File: src/rtl/wavetable_rd_arbiter.sv
// wavetable_rd_arbiter
//   Shares one synchronous wavetable RAM read port among NREQ DDFS oscillator
//   cores. One request is granted per cycle (round-robin), the RAM port is
//   driven from registers, and read data is broadcast with a one-hot valid
//   that identifies the owning requester.
//
//   Optional build macro WTARB_FIXED_PRI0_EN:
//     defined   - requester 0 has strict priority; the round-robin pointer
//                 only rotates over requesters 1..NREQ-1.
//     undefined - plain round-robin over 0..NREQ-1.
module wavetable_rd_arbiter #(
  parameter int NREQ   = 4,
  parameter int AW     = 12,
  parameter int DW     = 32,
  parameter int RD_LAT = 2
) (
  input  logic                      clk,
  input  logic                      reset_n,
  input  logic [NREQ-1:0]           req_rden,
  input  logic [NREQ-1:0][AW-1:0]   req_addr,
  output logic [NREQ-1:0]           req_gnt,
  output logic [AW-1:0]             ram_addr,
  output logic                      ram_rden,
  input  logic [DW-1:0]             ram_q,
  output logic [DW-1:0]             rsp_data,
  output logic [NREQ-1:0]           rsp_valid
);

  localparam int PW = $clog2(NREQ);
  localparam logic [PW-1:0] LAST = PW'(NREQ - 1);
`ifdef WTARB_FIXED_PRI0_EN
  // Pointer ring excludes requester 0, which is served by strict priority.
  localparam logic [PW-1:0] FIRST = PW'(1);
`else
  localparam logic [PW-1:0] FIRST = PW'(0);
`endif

  logic [PW-1:0]   rr_ptr_r;
  logic [PW-1:0]   scan_s;
  logic            hit_s;
  logic            win_vld_s;
  logic [PW-1:0]   win_id_s;
  logic [PW-1:0]   next_ptr_s;
  logic            ptr_upd_s;
  logic [NREQ-1:0] gnt_s;

  logic [AW-1:0]   ram_addr_r;
  logic            ram_rden_r;
  logic [DW-1:0]   rsp_data_r;
  logic [NREQ-1:0] rsp_valid_r;

  // Tag pipeline: {valid, id} travels alongside the RAM read.
  logic [RD_LAT:0] tag_vld_r;
  logic [PW-1:0]   tag_id_r [0:RD_LAT];

  // Arbitration: scan upward from rr_ptr, first active requester wins.
  always_comb begin
    scan_s    = rr_ptr_r;
    hit_s     = 1'b0;
    win_id_s  = '0;
`ifdef WTARB_FIXED_PRI0_EN
    win_vld_s = req_rden[0];
`else
    win_vld_s = 1'b0;
`endif
    for (int k = 0; k < NREQ; k++) begin
      hit_s     = !win_vld_s && req_rden[scan_s];
      win_id_s  = hit_s ? scan_s : win_id_s;
      win_vld_s = win_vld_s | hit_s;
      scan_s    = (scan_s == LAST) ? FIRST : (scan_s + PW'(1));
    end
  end

  // Pointer successor of the winner and whether this grant moves the pointer.
  always_comb begin
    next_ptr_s = (win_id_s == LAST) ? FIRST : (win_id_s + PW'(1));
`ifdef WTARB_FIXED_PRI0_EN
    ptr_upd_s  = win_vld_s && (win_id_s != '0);
`else
    ptr_upd_s  = win_vld_s;
`endif
  end

  // One-hot grant, suppressed while the block is held in reset.
  always_comb begin
    if (reset_n && win_vld_s) begin
      gnt_s = NREQ'(1) << win_id_s;
    end else begin
      gnt_s = '0;
    end
  end

  assign req_gnt = gnt_s;

  // Round-robin pointer register.
  always_ff @(posedge clk or negedge reset_n) begin
    if (!reset_n) begin
      rr_ptr_r <= '0;
    end else if (ptr_upd_s) begin
      rr_ptr_r <= next_ptr_s;
    end else begin
      rr_ptr_r <= rr_ptr_r;
    end
  end

  // RAM port issue: registered address/enable of the granted request.
  always_ff @(posedge clk or negedge reset_n) begin
    if (!reset_n) begin
      ram_rden_r <= 1'b0;
      ram_addr_r <= '0;
    end else if (win_vld_s) begin
      ram_rden_r <= 1'b1;
      ram_addr_r <= req_addr[win_id_s];
    end else begin
      ram_rden_r <= 1'b0;
      ram_addr_r <= ram_addr_r;
    end
  end

  // Tag shift register aligning the requester id with returning RAM data.
  always_ff @(posedge clk or negedge reset_n) begin
    if (!reset_n) begin
      tag_vld_r <= '0;
      for (int i = 0; i <= RD_LAT; i++) begin
        tag_id_r[i] <= '0;
      end
    end else begin
      tag_vld_r   <= {tag_vld_r[RD_LAT-1:0], win_vld_s};
      tag_id_r[0] <= win_id_s;
      for (int i = 1; i <= RD_LAT; i++) begin
        tag_id_r[i] <= tag_id_r[i-1];
      end
    end
  end

  // Response register: capture RAM data and flag its owner for one cycle.
  always_ff @(posedge clk or negedge reset_n) begin
    if (!reset_n) begin
      rsp_data_r  <= '0;
      rsp_valid_r <= '0;
    end else if (tag_vld_r[RD_LAT]) begin
      rsp_data_r  <= ram_q;
      rsp_valid_r <= NREQ'(1) << tag_id_r[RD_LAT];
    end else begin
      rsp_data_r  <= rsp_data_r;
      rsp_valid_r <= '0;
    end
  end

  assign ram_addr  = ram_addr_r;
  assign ram_rden  = ram_rden_r;
  assign rsp_data  = rsp_data_r;
  assign rsp_valid = rsp_valid_r;

endmodule

File: config.mk
export PLATFORM = sky130hd
export DESIGN_NAME = wavetable_rd_arbiter
export DESIGN_NICKNAME = d
export VERILOG_FILES = /design/src/rtl/wavetable_rd_arbiter.sv
export SDC_FILE = /design/constraint.sdc
export NUM_CORES = 1
export LEC_CHECK = 0
export BUFFER_PORTS_ARGS = -buffer_cell sky130_fd_sc_hd__clkbuf_2
export CAP_MARGIN = 20
export CORE_UTILIZATION = 47
export CTS_BUF_LIST = sky130_fd_sc_hd__clkbuf_4 sky130_fd_sc_hd__clkbuf_8
export DETAILED_ROUTE_END_ITERATION = 12
export HOLD_SLACK_MARGIN = 0.12
export PLACE_DENSITY_LB_ADDON = 0.25
export RECOVER_POWER = 50
export SYNTH_ARGS = -nofsm -noshare
export SYNTH_HDL_FRONTEND = slang
export SYNTH_SLANG_ARGS = --single-unit
File: constraint.sdc
create_clock -name clk -period 3.45 [get_ports clk]
set_input_delay 0.1725 -clock clk [delete_from_list [all_inputs] [get_ports clk]]
set_output_delay 0.1725 -clock clk [all_outputs]
set_load 0.1 [all_outputs]
# Word level (Yosys, flattened, before mapping)
# Index checks and enable logic that the tools add are counted.
[totals]
output_inout_bits = 53
reg_bits = 60
inputBits = 86
word_cells = 55
[op_classes]
muxes = 21
bitwise_logic = 3
magnitude_cmp = 5
n_eq_ne = 4
add_sub_neg = 4
n_reduce_logical = 7
shifts = 2
[op_table]
columns = ["op", "count"]
rows = [
  ["$bmux W12 S2", 1],
  ["$mux W2", 8],
  ["$lt A2 B3 Y1 const B", 5],
  ["$mux W12", 1],
  ["$add A2 B1 Y2 const B", 4],
  ["$bmux W1 S2", 4],
  ["$eq A2 B2 Y1 const B", 4],
  ["$mux W4", 2],
  ["$shl A1 B2 Y4 const A", 2],
  ["$mux W1", 5],
  ["$logic_and A1 B1 Y1", 4],
  ["$logic_not A1 Y1", 3],
  ["$or A1 B1 Y1", 3],
]

# Depth between registers and ports, before layout
# Gate-level depths: netlist of the first run.
[logic_depth]
word_depth = 14
mapped_depth = 12
depth_no_buf = 9

# Worst setup path after synthesis of the first run
# Ideal clock, no wire load.
[synth_path]
kind = "reg2out"
from = "reg rr_ptr_r[0]"
to = "out req_gnt[2]"
n_path_buf = 2
stages_incl_launch_ff = 11
t_arrival_ns = 3.060
t_required_ns = 3.277
path_slack_ns = 0.218
path_cell_list = "dfrtp_1 -> ha_1 -> buf_6 -> mux2_2 -> mux2i_1 -> a221o_1 -> nand2_1 -> a2bb2oi_1 -> buf_2 -> ha_1 -> and3_1"
[synth_via]
elab_chain_len = 14
word_cells_on_any_way = 33
classes_between = "add/sub (3); eq/ne (3); shift (1); mux (16); bitwise (3); reduce/logical (7)"
[synth_lines]
columns = ["element", "line", "text"]
rows = [
  ["start: declaration", "38", "logic [PW-1:0] rr_ptr_r;"],
  ["start signal: assignment", "100", "rr_ptr_r <= next_ptr_s;"],
  ["start signal: assignment", "102", "rr_ptr_r <= rr_ptr_r;"],
  ["parallel branches: the longest is 11 deep, another holds $add A2 B1 Y2", "n/a", ""],
  ["$mux W2 (*)", "68", "win_id_s = hit_s ? scan_s : win_id_s;"],
  ["via win_id_s[1]", "42", "logic [PW-1:0] win_id_s;"],
  ["$shl A1 B2 Y4 (*)", "87", "gnt_s = NREQ'(1) << win_id_s;"],
  ["$mux W4 (*)", "86", "if (reset_n && win_vld_s) begin"],
  ["end: declaration", "21", "output logic [NREQ-1:0] req_gnt,"],
]
# Mark *: on every way through the listed nets, which the timed path passes. The select of a mux whose other input is x is not followed.

# Worst setup path in the final report of the first run
[layout_path]
from = "reg rr_ptr_r[1]"
to = "out req_gnt[0]"
[layout_via]
elab_chain_len = 14
word_cells_on_any_way = 33
classes_between = "add/sub (3); eq/ne (3); shift (1); mux (16); bitwise (3); reduce/logical (7)"
[layout_lines]
columns = ["element", "line"]
rows = [
  ["parallel branches: the longest is 13 deep, another holds $add A2 B1 Y2", "n/a"],
  ["$mux W4 (*)", "86"],
]
# Mark *: on every way between the ends. The select of a mux whose other input is x is not followed.

==> results of run 1 <==
## cells by family after synthesis
kind of cell               after synthesis  share of synthesized area
xor gates and xnor gates                 1                    0.00312
buffers and inverters                   33                     0.0601
AOI/OAI and AO/OA                       34                      0.100
DFF                                     59                      0.526
and+or+nand+nor                         26                     0.0477
muxes                                   62                      0.241
adders and majority gates                5                     0.0223
## per-stage QoR
| step | utilization | setup slack, ns | instances | hold WS [ns] |
|---|---|---|---|---|
| global placement | 0.640 | 0.316 | 422 | 0.0805 |
| CTS | 0.746 | 0.0634 | 472 | 0.145 |
| finish | 0.743 | 0.147 | 472 | 0.152 |
| global route | 0.743 | -0.00390 | 472 | 0.172 |
| floorplan | - | 0.218 | 220 | -0.123 |
| detailed placement | 0.640 | 0.232 | 422 | 0.0885 |
## routing by layer
metal | up-vias | track usage | part of all wire
met5 | - | 0 | 0
met1 | 1141 | 0.258 | 0.40
li1 | 1154 | - | -
met3 | 8 | 0.0793 | 0.069
met4 | 0 | 0.0655 | 0.011
met2 | 114 | 0.414 | 0.52
## critical path: cells and delay by family, from the launching register on
family / cells / cell delay (ns)
AND/OR/NAND/NOR: 2 / 0.26
multiplexers: 2 / 0.65
buffers and inverters: 2 / 0.27
adder cells (fa/ha/maj): 2 / 0.61
flip-flops: 1 / 0.50
AO/OA/AOI/OAI: 2 / 0.49
## placed cells by master (no fill, tap or decap), drive strengths merged, types with 2 or more instances in the layout
cell type / synthesis / routed
o21ai: 6 / 6
nand2: 7 / 7
a222oi: 12 / 12
a22o: 2 / 2
nor3: 2 / 2
bufinv: 0 / 3
a21oi: 3 / 3
and3: 5 / 5
nor3b: 2 / 2
mux2: 35 / 35
buf: 8 / 10
clkbuf: 7 / 146
inv: 18 / 18
nor2: 5 / 5
clkinv: 0 / 2
dlygate4sd3: 0 / 34
mux2i: 26 / 26
dfrtp: 59 / 59
ha: 5 / 5
nor2b: 2 / 2
## repair_timing
| action | 4_1_cts | 5_1_grt |
|---|---|---|
| setup buffers | 0 | 0 |
| endpoints found under the setup margin | 4 | 4 |
| resized for setup | 2 | 1 |
| hold buffers | 34 | 0 |
| endpoints found under the hold margin | 42 | 0 |
| pin swaps | 0 | 0 |
## state kept, by name, summed over array words and instances, names as in the netlist
register / count
ram_addr: 12
tag_id_r: 6
rsp_valid: 4
rsp_data: 32
tag_vld_r: 3
rr_ptr_r: 2
## worst paths after layout
kind / end / slack [ns] / cells past startpoint
min in group asynchronous: ram_addr[10] / 0.40 / 2
max reg2reg: ram_addr[9] / 0.58 / 8
min reg2reg: tag_id_r[1] / 0.35 / 0
min: ram_addr[4] / 0.15 / 3
max in group asynchronous: rsp_data[22] / 1.47 / 3
max: req_gnt[0] / 0.15 / 10
## final cells by class
type	count	area [um2]
Sequential cell	59	1480
Fill cell	390	1450
Clock inverter	5	100
Timing Repair Buffer	179	1120
Clock buffer	11	145
Inverter	18	67.6
Multi-Input combinational cell	128	1190
Tap cell	72	90.1
==> impl_metrics.env, run 1 <==
export IMPL_status="completed"
export IMPL_synth_top_area_frac=0.526
export IMPL_synth_cell_types=36
export IMPL_synth_nets=311
export IMPL_cap_violations=0
export IMPL_synth_seq_area_share=0.526
export IMPL_async_reset_ff_frac=1.00
export IMPL_yosysTopAreaCell="dfrtp_1"
export IMPL_start_util=0.498
export IMPL_place_hpwl_mm=4.61
export IMPL_fmax_ghz=0.303
export IMPL_ios=139
export IMPL_viasPerCell=5.12
export IMPL_dr_total_vias=2417
export IMPL_cts_tree="yes"
export IMPL_drc_errors=0
export IMPL_stdcell_area_um2=4190
export IMPL_max_stage_delay_ns=0.50
export IMPL_synth_seq_cells=59
export IMPL_place_congestion=0.921
export IMPL_skew_ns=0.00465
export IMPL_min_period_ns=3.30
export IMPL_worstSetupStartpointType="flop"
export IMPL_syn_inst=220
export IMPL_slew_headroom=0.214
export IMPL_ys_flop_type="dfrtp_1"
export IMPL_worstSetupStartpoint="rr_ptr_r[1]"
export IMPL_root_buffer="clkbuf_8"
export IMPL_fin_crit_sh=0.957
export IMPL_drtPass1Iterations=4
export IMPL_wl_per_cell_um=14.4
export IMPL_dr_first_iter_drc_count=101
export IMPL_die_area_um2=6290
export IMPL_antenna_found_initial=0
export IMPL_r2r_start="rr_ptr_r[1]"
export IMPL_cts_sinks=59
export IMPL_placed_area_um2=3610
export IMPL_die_h_um=79.3
export IMPL_synth_edf_count=0
export IMPL_hold_class="primary input to flop"
export IMPL_drive_gt1_frac=0.450
export IMPL_clock_path_buffers=2
export IMPL_crit_path_max_fanout=16
export IMPL_grt_pass1_vias=2432
export IMPL_final_hold_violation_count=0
export IMPL_cts_clk_slew_worst_paths_ns=0.06
export IMPL_crit_chain="ha_4 -> mux2_2 -> mux2i_1 -> a221o_1 -> nand2_1 -> a2bb2oi_2 -> inv_1 -> ha_1 -> and3_1 -> buf_12"
export IMPL_critPathSlowestCell="dfrtp_1"
export IMPL_setup_viol=0
export IMPL_critPathKind="flop to output pin"
export IMPL_track_usage=0.231
export IMPL_final_antenna_net_count=0
export IMPL_cts_max_level=3
export IMPL_grt_max_degree=51
export IMPL_fp_row_count=27
export IMPL_num_antenna_cells=0
export IMPL_syn2layout_area_growth_pct=49.1
export IMPL_die_w_um=79.3
export IMPL_io_buffers=138
export IMPL_hold_start="req_addr[40]"
export IMPL_numCtsBuffers=9
export IMPL_cp_arrival_ns=3.13
export IMPL_tns_ns=0
export IMPL_clk_latency_ns=0.33
export IMPL_crit_required_ns=3.28
export IMPL_report_final_slew_viol_count=0
export IMPL_synthTopCellsByArea="dfrtp_1 (53%), mux2_2 (14%), mux2i_1 (9.3%)"
export IMPL_end_kind="output pin"
export IMPL_grt_ovfl_total=0
export IMPL_syn_cell_area_um2=2810
export IMPL_final_nets=486
export IMPL_core_area_um2=5640
export IMPL_yosys_cell_count_top_type="dfrtp_1"
export IMPL_yosysWarnings=0
export IMPL_synthTopCellsByCount="dfrtp_1 (59), mux2_2 (35), mux2i_1 (26)"
export IMPL_avgSynthCellArea_um2=12.8
export IMPL_worstMarginPinSlew_ns=1.18
export IMPL_grt_pass1_wl_mm=10.8
export IMPL_drt_total_wl_mm=6.82
Power of run 1 is left out: the tool's default activity adds up to more than one toggle a clock period on the data nets, which glitch-free logic cannot reach.
==> run 2: changes to the inputs <==
CELL_PAD_IN_SITES_DETAIL_PLACEMENT = 1   (was default)
CELL_PAD_IN_SITES_GLOBAL_PLACEMENT = 1   (was default)
CORE_UTILIZATION = 36   (was 47)
==> run 2 against run 1 <==
Compared with the run above:
- the flow now finishes with violations (max-capacitance violations, max-slew violations)
- die area rose by 30%
- hold slack improved by 0.010 ns
- final cell count is 5.7% higher
- sequential share of layout area is 0.42 points higher
- cell area down 1.1%
- clock skew up 0.0023 ns
- global-route usage down 1.3 points
- critical path depth up 1
- setup slack better by 0.066 ns
==> impl_metrics.env, run 2 (synthesis gave the netlist of run 1 again) <==
export IMPL_status="complete, but fails checks"
export IMPL_violations="max-capacitance violations, max-slew violations"
export IMPL_path_buf_inv=3
export IMPL_critPathKind="flop to output pin"
export IMPL_io_buffers=138
export IMPL_route_met2_wl_mm=4.35
export IMPL_cts_tree="yes"
export IMPL_place_hpwl_mm=5.45
export IMPL_dr_total_vias=2500
export IMPL_track_usage=0.217
export IMPL_drc_errors=0
export IMPL_skew_ns=0.00697
export IMPL_wl_per_cell_um=16.6
export IMPL_cts_clk_slew_worst_paths_ns=0.07
export IMPL_grt_ovfl_total=0
export IMPL_hold_path_depth=3
export IMPL_end_kind="output pin"
export IMPL_antenna_found_initial=0
export IMPL_reg2reg_depth=7
export IMPL_fp_row_count=31
export IMPL_start_util=0.379
export IMPL_die_h_um=90.3
export IMPL_final_cell_mix="clkbuf_2 (84), dfrtp_1 (58), clkbuf_1 (51)"
export IMPL_critPathSlowestCell="dfrtp_2"
export IMPL_crit_cells=11
export IMPL_fin_crit_sh=0.938
export IMPL_crit_chain="ha_4 -> mux2_2 -> mux2i_2 -> a221o_1 -> nand2_1 -> a2bb2oi_1 -> buf_4 -> inv_1 -> ha_1 -> and3_1 -> buf_12"
export IMPL_numCtsBuffers=9
export IMPL_dr_first_iter_drc_count=118
export IMPL_grt_max_degree=38
export IMPL_place_inst=448
export IMPL_fmax_ghz=0.309
export IMPL_slew_headroom=-0.0105
export IMPL_rsz0062_at_grt="false"
export IMPL_drt_total_wl_mm=8.27
export IMPL_num_antenna_cells=0
export IMPL_min_period_ns=3.24
export IMPL_regArea_um2=1480
export IMPL_root_buffer="clkbuf_8"
export IMPL_setup_viol=0
export IMPL_drive_gt1_frac=0.375
export IMPL_drtPass1Iterations=5
export IMPL_final_cells=499
export IMPL_largest_register_ff_count=32
export IMPL_hold_class="primary input to flop"
export IMPL_cts_max_level=3
export IMPL_worstMarginPinSlew_ns=1.52
export IMPL_layout_commonest_cell="clkbuf_2"
export IMPL_final_hold_violation_count=0
export IMPL_grt_pass1_wl_mm=13.7
export IMPL_dr_max_layer_used="met4"
export IMPL_die_area_um2=8160
export IMPL_route_met3_wl_um=540
export IMPL_ios=139
export IMPL_final_antenna_net_count=0
export IMPL_syn2layout_area_growth_pct=47.5
export IMPL_viasPerCell=5.01
export IMPL_grt_pass1_vias=2712
export IMPL_critPathTopFamily="multiplexers"
export IMPL_max_stage_delay_ns=0.49
export IMPL_final_nets=486
export IMPL_cts_sinks=59
export IMPL_worstSetupStartpointType="flop"
export IMPL_multi_input_area_um2=1190
export IMPL_report_final_slew_viol_count=57
export IMPL_die_w_um=90.3
export IMPL_cap_violations=2
export IMPL_clock_path_buffers=2
export IMPL_cp_arrival_ns=3.06
export IMPL_crit_required_ns=3.28
export IMPL_nFillCells=824
export IMPL_crit_path_max_fanout=16
export IMPL_met1_length_mm=3.28
export IMPL_core_area_um2=7410
export IMPL_place_congestion=0.899
export IMPL_tns_ns=0
export IMPL_clk_latency_ns=0.33
[run 2: cell count changes in the layout (fill, tap and decap cells not counted), sizes merged]
cell,change
bufinv,-2
clkinv,+2
clkinvlp,+2
clkbuf,-2
[run 2: worst min-delay path, delay by kind of cell]
kind,cells,cell delay [ns]
multiplexers,1,0.12
buffers and inverters,1,0.08
AO/OA/AOI/OAI,1,0.08
[run 2: path summary, 6_finish.rpt]
kind	start	to	slack (ns)
min in group asynchronous	reset_n	rsp_data[25]	0.75
hold reg to reg	tag_vld_r[1]	tag_vld_r[2]	0.35
setup reg to reg	rr_ptr_r[1]	ram_addr[10]	0.55
max in group asynchronous	reset_n	rsp_data[31]	1.50
hold / removal	req_addr[46]	ram_addr[10]	0.16
setup / recovery	rr_ptr_r[1]	req_gnt[0]	0.21
[run 2: repair_timing]
| action | in CTS | in global routing |
|---|---|---|
| pin swaps | 0 | 1 |
| hold endpoints to repair | 55 | 0 |
| setup buffers | 0 | 1 |
| endpoints found under the setup margin | 4 | 4 |
| hold buffers | 34 | 0 |
| resized for setup | 2 | 2 |
[run 2: cell type report]
class / count / share of cell area
flip-flops and latches: 59 / 0.357
multi-input cells: 128 / 0.288
repair buffers: 179 / 0.263
clock buffers: 9 / 0.0299
well taps: 99 / 0.0299
clock inverters: 7 / 0.0166
inverters: 18 / 0.0163
[run 2: stage by stage]
stage	utilization	hold WS (ns)	cell area [um2]	setup WS (ns)
4_1_cts	0.566	0.153	4200	0.0365
3_3_place_gp	0.493	0.242	3650	0.267
6_report	0.559	0.162	4140	0.213
3_5_place_dp	0.493	0.252	3650	0.186
2_1_floorplan	-	-0.123	2810	0.218
5_1_grt	0.559	0.181	4140	0.0221
[run 2: layer usage]
metal / track usage / vias to the layer above
li1: - / 1154
met1: 0.250 / 1206
met2: 0.392 / 130
met3: 0.0564 / 10
met4: 0.0699 / 0
met5: 0 / -
Power of run 2 is left out for the same reason.
==> run 3: changes to the inputs <==
BUFFER_PORTS_ARGS = default   (was -buffer_cell sky130_fd_sc_hd__clkbuf_2)
CORE_UTILIZATION = 47   (was 36)
CTS_BUF_LIST = default   (was sky130_fd_sc_hd__clkbuf_4 sky130_fd_sc_hd__clkbuf_8)
DONT_BUFFER_PORTS = 1   (was default)
==> run 3 against run 2 <==
Compared with the run above:
- the flow now finishes without violations
- cell area is 7.8% lower
- wire length is 1.1% higher
- final cell count is 27% lower
- non-clock buffer count is 105 lower
- sequential share of layout area is 3.0 points higher
- flip-flop and latch count stayed put
- utilization is 12 points higher
- critical path depth is 1 lower
- die area is 23% lower
- first-iteration DRC count stayed put
- clock skew is 0.0013 ns higher
==> impl_metrics.env, run 3 (synthesis gave the netlist of run 1 again) <==
export IMPL_die_area_um2=6290
export IMPL_path_buf_inv=2
export IMPL_critPathKind="flop to output pin"
export IMPL_crit_path_max_fanout=15
export IMPL_fp_row_count=27
export IMPL_reg2reg_depth=9
export IMPL_grt_use_met2=0.462
export IMPL_clock_path_buffers=2
export IMPL_final_antenna_net_count=0
export IMPL_numCtsBuffers=9
export IMPL_final_cell_mix="dlygate4sd3_1 (61), dfrtp_1 (58), mux2_2 (35)"
export IMPL_track_usage=0.271
export IMPL_die_w_um=79.3
export IMPL_fmax_ghz=0.302
export IMPL_final_hold_violation_count=0
export IMPL_regArea_um2=1480
export IMPL_viasPerCell=5.92
export IMPL_die_h_um=79.3
export IMPL_final_cells=366
export IMPL_hold_class="primary input to flop"
export IMPL_slew_headroom=0.0722
export IMPL_dr_first_iter_drc_count=118
export IMPL_cts_tree="yes"
export IMPL_core_area_um2=5640
export IMPL_min_to="ram_addr[8]"
export IMPL_status="completed"
export IMPL_layout_commonest_cell="dlygate4sd3_1"
export IMPL_cap_violations=0
export IMPL_grt_max_degree=60
export IMPL_multi_input_area_um2=1190
export IMPL_fin_crit_sh=0.958
export IMPL_worstMarginPinSlew_ns=1.39
export IMPL_cts_max_level=3
export IMPL_root_buffer="clkbuf_8"
export IMPL_end_kind="output pin"
export IMPL_final_nets=381
export IMPL_grt_use_met1=0.320
export IMPL_clk_latency_ns=0.32
export IMPL_syn2layout_area_growth_pct=36.0
export IMPL_io_buffers=0
export IMPL_drt_total_wl_mm=8.36
export IMPL_min_period_ns=3.31
export IMPL_grt_ovfl_total=0
export IMPL_drc_errors=0
export IMPL_timing_rr_end="ram_addr[11]"
export IMPL_wl_per_cell_um=22.8
export IMPL_rsz0062_at_grt="false"
export IMPL_tns_ns=0
export IMPL_r2r_start="rr_ptr_r[1]"
export IMPL_dr_total_vias=2165
export IMPL_grt_pass1_vias=2356
export IMPL_grt_busiest_layer="met2"
export IMPL_setup_viol=0
export IMPL_num_antenna_cells=0
export IMPL_antenna_found_initial=0
export IMPL_worstSetupStartpointType="flop"
export IMPL_cp_arrival_ns=3.13
export IMPL_start_util=0.498
export IMPL_skew_ns=0.00831
export IMPL_crit_required_ns=3.28
export IMPL_drtPass1Iterations=4
export IMPL_met3_usage=0.0954
export IMPL_nFillCells=526
export IMPL_place_inst=286
export IMPL_largest_register_ff_count=32
export IMPL_grt_pass1_wl_mm=12.6
export IMPL_cts_sinks=59
export IMPL_max_stage_delay_ns=0.49
export IMPL_critPathSlowestCell="dfrtp_2"
export IMPL_hold_start="req_addr[8]"
export IMPL_critPathTopFamily="multiplexers"
export IMPL_drive_gt1_frac=0.231
export IMPL_crit_chain="ha_4 -> mux2_2 -> mux2i_2 -> a221o_1 -> nand2_1 -> a2bb2oi_1 -> buf_4 -> ha_1 -> and3_1 -> buf_12"
export IMPL_cts_clk_slew_worst_paths_ns=0.07
export IMPL_place_congestion=0.824
export IMPL_setup_reg_to_reg_worst_slack_ns=0.29
export IMPL_ios=139
export IMPL_report_final_slew_viol_count=0
export IMPL_hold_path_depth=2
export IMPL_place_hpwl_mm=4.62
==> run 3: cell count changes in the layout (fill, tap and decap cells not counted), sizes merged <==
cell	previous run	this run
dlygate4sd3	34	61
bufinv	1	2
clkbuf	144	10
buf	10	13
clkinv	4	2
clkinvlp	2	1
==> run 3: area by class of cell <==
cell class | instances | area share
Multi-Input combinational cell | 128 | 0.312
Inverter | 18 | 0.0177
Clock inverter | 5 | 0.0203
Sequential cell | 59 | 0.387
Timing Repair Buffer | 74 | 0.204
Clock buffer | 10 | 0.0360
Tap cell | 72 | 0.0236
==> run 3: worst max-delay path by stage <==
stage | from | endpoint | slack (ns) | depth (start not counted)
after floorplan | rr_ptr_r[0] | req_gnt[2] | 0.22 | 10
after global placement | rr_ptr_r[1] | ram_addr[1] | 0.39 | 9
after detailed placement | rr_ptr_r[1] | ram_addr[7] | 0.10 | 9
after CTS | rr_ptr_r[1] | req_gnt[3] | 0.03 | 10
after global routing | rr_ptr_r[1] | req_gnt[3] | 0.03 | 10
final | rr_ptr_r[1] | req_gnt[3] | 0.14 | 10
==> run 3: per-stage QoR <==
stage	instance area, um2	hold slack, ns	util	setup WS, ns
floorplan	2810	-0.123	-	0.218
global placement	2930	-0.122	0.519	0.390
detailed placement	2930	-0.122	0.519	0.102
CTS	3790	0.120	0.672	0.0300
global route	3820	0.125	0.677	0.0311
finish	3820	0.117	0.677	0.143
==> run 3: what timing repair did <==
item | CTS | global route
setup buffers | 0 | 3
hold buffers | 62 | 0
endpoints found under the hold margin | 103 | 0
endpoints found under the setup margin | 3 | 2
gates resized for setup | 2 | 2
gates cloned | 0 | 0
pin swaps | 0 | 1
==> run 3: layer usage <==
metal | vias to the layer above | wire, um
met3 | 22 | 730
met5 | - | 0
met2 | 133 | 4390
li1 | 939 | -
met4 | 0 | 149
met1 | 1071 | 3090
Power of run 3 is left out for the same reason.
